$ cat config.mk
export PLATFORM = sky130hd
export DESIGN_NAME = logic_arb
export DESIGN_NICKNAME = d
export VERILOG_FILES = /design/src/rtl/logic_arb.sv
export SDC_FILE = /design/constraint.sdc
export NUM_CORES = 1
export LEC_CHECK = 0
export CAP_MARGIN = 20
export CORE_MARGIN = 2
export CORE_UTILIZATION = 40
export DETAILED_ROUTE_END_ITERATION = 12
export PLACE_DENSITY = 0.8
export SKIP_LAST_GASP = 1
export SYNTH_ARGS = -nofsm -noshare
export SYNTH_HDL_FRONTEND = slang
export SYNTH_SLANG_ARGS = --single-unit
$ cat constraint.sdc
create_clock -name clk -period 2.3 [get_ports clk]
set_input_delay 0.345 -clock clk [delete_from_list [all_inputs] [get_ports clk]]
set_output_delay 0.345 -clock clk [all_outputs]
set_load 0.05 [all_outputs]
$ cat src/rtl/logic_arb.sv
// Purpose: round-robin arbiter sharing one bitwise logic unit (AND/OR/XOR/NAND) among 4 requesters; optional op counter under LOGIC_ARB_CNT_EN.
// Latency: grant edge -> rsp_valid after 2 edges; one operation in flight, min issue interval 3 cycles.
// Backpressure: result held in RESP until rsp_ready; req_ready stays low until the response is accepted.
module logic_arb #(
   parameter int WIDTH = 8
) (
   input  logic               clk,
   input  logic               rst,
   input  logic [3:0]         req_valid,
   output logic [3:0]         req_ready,
   input  logic [7:0]         req_op,
   input  logic [4*WIDTH-1:0] req_a,
   input  logic [4*WIDTH-1:0] req_b,
   output logic               rsp_valid,
   input  logic               rsp_ready,
   output logic [1:0]         rsp_id,
   output logic [WIDTH-1:0]   rsp_y
`ifdef LOGIC_ARB_CNT_EN
   ,
   output logic [15:0]        op_count
`endif
);

   typedef enum logic [1:0] {IDLE, EXEC, RESP} state_t;

   state_t           state;
   logic [1:0]       ptr;
   logic [1:0]       op_q;
   logic [WIDTH-1:0] a_q;
   logic [WIDTH-1:0] b_q;
   logic [1:0]       id_q;

   logic [1:0]       win;
   logic             found;
   logic [1:0]       idx;

   logic [WIDTH-1:0] a_arr  [4];
   logic [WIDTH-1:0] b_arr  [4];
   logic [1:0]       op_arr [4];

   // Unpack the per-requester operand and opcode lanes
   for (genvar g = 0; g < 4; g++) begin : g_unpack
      assign a_arr[g]  = req_a[WIDTH*g +: WIDTH];
      assign b_arr[g]  = req_b[WIDTH*g +: WIDTH];
      assign op_arr[g] = req_op[2*g +: 2];
   end

   // Round-robin search starting at the pointer; first valid requester wins
   always_comb begin
      win   = ptr;
      found = 1'b0;
      idx   = ptr;
      for (int k = 0; k < 4; k++) begin
         idx = ptr + k[1:0];
         if (!found && req_valid[idx]) begin
            win   = idx;
            found = 1'b1;
         end
      end
   end

   // Grant is only offered from IDLE and never while reset is held
   always_comb begin
      req_ready = 4'b0000;
      if (state == IDLE && !rst && found) begin
         req_ready[win] = 1'b1;
      end
   end

   // Control FSM: capture on grant, compute in EXEC, hold result in RESP
   always_ff @(posedge clk) begin
      if (rst) begin
         state     <= IDLE;
         ptr       <= 2'd0;
         op_q      <= 2'd0;
         a_q       <= '0;
         b_q       <= '0;
         id_q      <= 2'd0;
         rsp_valid <= 1'b0;
         rsp_id    <= 2'd0;
         rsp_y     <= '0;
      end else begin
         case (state)
            IDLE: begin
               if (found) begin
                  op_q  <= op_arr[win];
                  a_q   <= a_arr[win];
                  b_q   <= b_arr[win];
                  id_q  <= win;
                  ptr   <= win + 2'd1;
                  state <= EXEC;
               end
            end
            EXEC: begin
               case (op_q)
                  2'b00:   rsp_y <= a_q & b_q;
                  2'b01:   rsp_y <= a_q | b_q;
                  2'b10:   rsp_y <= a_q ^ b_q;
                  default: rsp_y <= ~(a_q & b_q);
               endcase
               rsp_id    <= id_q;
               rsp_valid <= 1'b1;
               state     <= RESP;
            end
            RESP: begin
               if (rsp_ready) begin
                  rsp_valid <= 1'b0;
                  state     <= IDLE;
               end
            end
            default: begin
               rsp_valid <= 1'b0;
               state     <= IDLE;
            end
         endcase
      end
   end

`ifdef LOGIC_ARB_CNT_EN
   // Count completed response handshakes; wraps naturally at 16 bits
   always_ff @(posedge clk) begin
      if (rst) begin
         op_count <= 16'd0;
      end else if (rsp_valid && rsp_ready) begin
         op_count <= op_count + 16'd1;
      end
   end
`endif

endmodule

## Word-level counts from Yosys, hierarchy flattened

Index checks and enable logic that the tools add are counted.
W data, S select, Z words.

- Flip-flop bits (word level): 35

- Add/sub/neg operators: 4
- Order comparisons: 7
- Equality and inequality tests: 6
- Muxes and demuxes: 33
- Bitwise gates (word level): 6
- Reductions and logical operators: 15

Operators by type and width:

| kind | count |
|---|---|
| $bmux W8 S2 | 2 |
| $mux W8 | 4 |
| $pmux W8 S3 | 1 |
| $lt A2 B3 Y1 const B | 5 |
| $mux W2 | 7 |
| $mux W1 | 10 |
| $and A8 B8 Y8 | 1 |
| $bmux W1 S2 | 4 |
| $not A8 Y8 | 1 |
| $or A8 B8 Y8 | 1 |
| $xor A8 B8 Y8 | 1 |
| $logic_and A1 B1 Y1 | 6 |
| $pmux W2 S3 | 1 |
| $reduce_and A2 Y1 | 3 |
| $add A2 B1 Y2 const B | 2 |
| $add A2 B2 Y2 const B | 2 |
| $bmux W2 S2 | 1 |
| $eq A2 B1 Y1 const B | 2 |
| $eq A2 B2 Y1 const B | 2 |
| $logic_not A1 Y1 | 4 |
| $logic_not A2 Y1 | 2 |
| $mux W4 | 1 |
| $ne A2 B2 Y1 const B | 2 |
| $ge A3 B3 Y1 const B | 1 |
| 5 further kinds | 5 |

## Logic depth before layout (Yosys ltp)

- Word-level depth: 17
- Gate-level depth with buffers: 8

## Least setup slack after synthesis

OpenSTA, ideal clock, no wires.

- Kind: input-to-output
- Start point: input port req_valid[0]
- End point: output port req_ready[0]
- Data arrival time: 1.690 ns
- Path slack: 0.265 ns
- Stages: 6
- Path buffers: 2
- Path through: buf_2 > nor2_1 > a211o_1 > buf_2 > nor2_1 > and2_1

- Word-level cells in the longest chain between the ends: 17
- Elaborated cells on any way between the ends: 28
- Classes of those cells: order compare (2); mux (18); reduce/logical (8)

Ends and longest elaborated chain:

| element | RTL line | RTL |
|---|---|---|
| from (decl) | 9 | `input logic [3:0] req_valid,` |
| $bmux W1 S2 | 55 | `if (!found && req_valid[idx]) begin` |
| $mux W1 (implied by the code) | 55 |  |
| $mux W1 | 55 |  |
| $logic_not A1 Y1 | 55 |  |
| $logic_and A1 B1 Y1 | 55 |  |
| $mux W1 | 55 |  |
| $logic_not A1 Y1 | 55 |  |
| $logic_and A1 B1 Y1 | 55 |  |
| $mux W1 | 55 |  |
| $logic_not A1 Y1 | 55 |  |
| $logic_and A1 B1 Y1 | 55 |  |
| $mux W2 | 55 |  |
| $lt A2 B3 Y1 (implied by the code) / $ge A2 B1 Y1 (equally long branches) | 66 | `req_ready[win] = 1'b1;` |
| $logic_and A1 B1 Y1 (implied by the code) | 66 |  |
| $mux W1 (implied by the code) | 66 |  |
| $demux W1 S2 | 66 |  |
| $mux W4 * | 65 | `if (state == IDLE && !rst && found) begin` |
| to (decl) | 10 | `output logic [3:0] req_ready,` |

Every way passes the cells marked *; elsewhere a longest branch is shown, timed or not. The select of a mux whose other input is x is not followed.

## Worst setup path in the final report

- Start point: input port req_valid[1]
- End point: output port req_ready[2]

Same word-level chain as after synthesis.

==> reports/summary.txt <==
Root Driver - clkbuf_8
Final Hold Viols - 0
Power, Total - 2.41 mW
Critical path fanouts, max - 9
DRC - 0
Most common cell after layout, fill and taps aside - clkdlybuf4s50_1
Data required, critical path - 1.96 ns
Critical path data arrival time - 1.93 ns
Area growth syn-to-layout - 45.2%
Number of nets in the layout - 512
Net Sw Frac - 38.0%
Cell Pwr Density - 598 nW/um2
Final HPWL DP - 6.51 mm
Mapped Cells - 315
Layout cells sized above 1 - 19.9%
Vias - 2,897
WHS - 0.461 ns
RSZ-0062 raised after global routing - true
Initial core utilization - 41.0%
Vias per inst - 5.83
Largest net degree at the start of global routing - 35
GRT Util Overall - 22.2%
Int Pwr - 1.49 mW
Total die area - 7610 um2
Register area share after synthesis - 25.3%
Pre-CTS WS - -0.150 ns
Startpoint Class - primary input
Total Wirelength - 8.32 mm
Clk buf depth - 2
Global route total overflow - 0
Top-area cell type share of the netlist area - 25.3%
Global-route wire length before repair - 13.3 mm
FP Rows - 30
CTS HTree Levels - 2
Core area - 6760 um2
Clock share of power - 19.0%
YS warnings - 0
Die Ht - 87.2 um
Max transition margin - 59.0%
Worst skew pair latency - 0.28 ns
Post-synth net total - 410
Net switching power - 0.915 mW
Worst Slack Setup Final - 0.0273 ns
Vias in the first global route - 2,817
Mapped Area - 2770 um2
Worst Hold Class - flip-flop to flip-flop
Placed Cells - 489
Final Cycle Share - 98.8%
Outcome - finished clean
Max frequency - 440 MHz
FFs w/ async S/R, synth - 0%
Setup TNS Final - 0 ns
CP Capture Type - output port
# diodes - 0
Register share of total power - 31.8%
Skew final - 0.00539 ns
Worst slew pin tran - 0.613 ns
Synth area leaders - dfxtp_1 25%, a221oi_2 8.1%, ha_1 7.2%
Post-synthesis cell type count - 48
Final slew viol count - 0
CTS Buf Count - 5
Ys flop type - dfxtp_1
Combinational power share - 49.2%
Clk sinks - 35
Worst VDD drop - 0.329 mV
Iteration-0 DRC Markers - 191
Drt pass-1 iters - 5
Fin cells - 497
Seq cells post-synth - 35
Most frequent cells in the layout - 87 x clkdlybuf4s50_1, 35 x buf_4, 34 x dfxtp_1
Gpl congestion - 0.912
Port Buffers - 93
Leakage power - 1.55 nW
Synthesized area per cell - 8.79 um2
Min Clock Period, post-route - 2.27 ns
IO Pins - 94
Number of routed nets with antenna violations - 0
Final setup violating endpoints - 0
Max-cap violation count - 0
EDFF count, synth - 0
CP Class - primary input to output port
Die X - 87.2 um
Wire per inst - 16.7 um
Yosys top cell by area - dfxtp_1
Antenna violations before repair - 0
Clk slew on worst S/H paths - 0.07 ns
CTS tree - yes
critical path: stages:
cell and delay (ns):
clkdlybuf4s50_1 0.51, buf_4 0.20, and2b_1 0.26, o21ai_1 0.11, nand3_2 0.13, and2_1 0.19
buf_4 0.18
metrics by stage:
stage | area [um2] | utilization (%)
floorplan | 2770 | -
global placement | 3890 | 57.6
detailed placement | 3890 | 57.6
CTS | 3990 | 59.1
global route | 4020 | 59.5
finish | 4020 | 59.5
routing by layer:
metal	track usage [%]	up-vias	wire, um
li1	-	1410	-
met1	28.8	1333	3660
met2	36.7	128	3870
met3	4.27	26	554
met4	7.83	0	242
met5	0	-	0
cells by family after synthesis:
| kind of cell | count (synthesis) | share of synthesized area [%] |
|---|---|---|
| AOI/OAI and AO/OA | 124 | 38.4 |
| adders and majority gates | 16 | 7.23 |
| buffers and inverters | 47 | 8.04 |
| DFF | 35 | 25.3 |
| muxes | 10 | 3.97 |
| and+or+nand+nor | 83 | 17.1 |
what timing repair did:
| item | CTS | global route |
|---|---|---|
| buffers inserted | 1 | 0 |
| hold buffers | 0 | 0 |
| gates resized for setup | 1 | 8 |
| endpoints found under the setup margin | 4 | 8 |
| pin swaps | 1 | 0 |
worst paths after layout:
path | to | startpoint | slack [ns] | depth (start not counted)
worst max-delay path | req_ready[2] | req_valid[1] | 0.03 | 7
worst min-delay path | id_q[0] | id_q[0] | 0.46 | 2
worst max register to register | b_q[0] | ptr[1] | 0.38 | 7
worst min register to register | id_q[0] | id_q[0] | 0.46 | 2
layout make-up:
| type | count | area (um2) |
|---|---|---|
| Clock buffer | 6 | 82.6 |
| Tap cell | 80 | 100 |
| Fill cell | 606 | 2730 |
| Sequential cell | 35 | 702 |
| Inverter | 16 | 60.1 |
| Clock inverter | 1 | 5.00 |
| Timing Repair Buffer | 126 | 1200 |
| Multi-Input combinational cell | 233 | 1870 |
cells in the mapped netlist, types with 9 or more instances:
library cell  number
nor2b_1           15
a221oi_1          13
a221oi_2          15
nor2_1            23
ha_1              16
o21ai_0            9
nand2_1            9
inv_1             16
o31a_1            15
a21oi_1           18
clkbuf_1           9
buf_2             16
and4_1            15
a211oi_1          19
dfxtp_1           35
registers in the layout (all words and copies together), names as in the netlist, 2 cells and up:
signal	count
id_q	2
b_q	8
op_q	2
ptr	2
a_q	8
rsp_id	2
rsp_y	8
state	2
power by group through the flow:
stage | clock network (mW) | logic [mW] | registers [mW]
2_1_floorplan | 0 | 0.715 | 0.806
3_3_place_gp | 0 | 1.12 | 0.771
3_5_place_dp | 0 | 1.16 | 0.777
4_1_cts | 0.457 | 1.17 | 0.763
5_1_grt | 0.486 | 1.28 | 0.778
6_report | 0.457 | 1.18 | 0.765
Power figures use the tool's default switching activity.
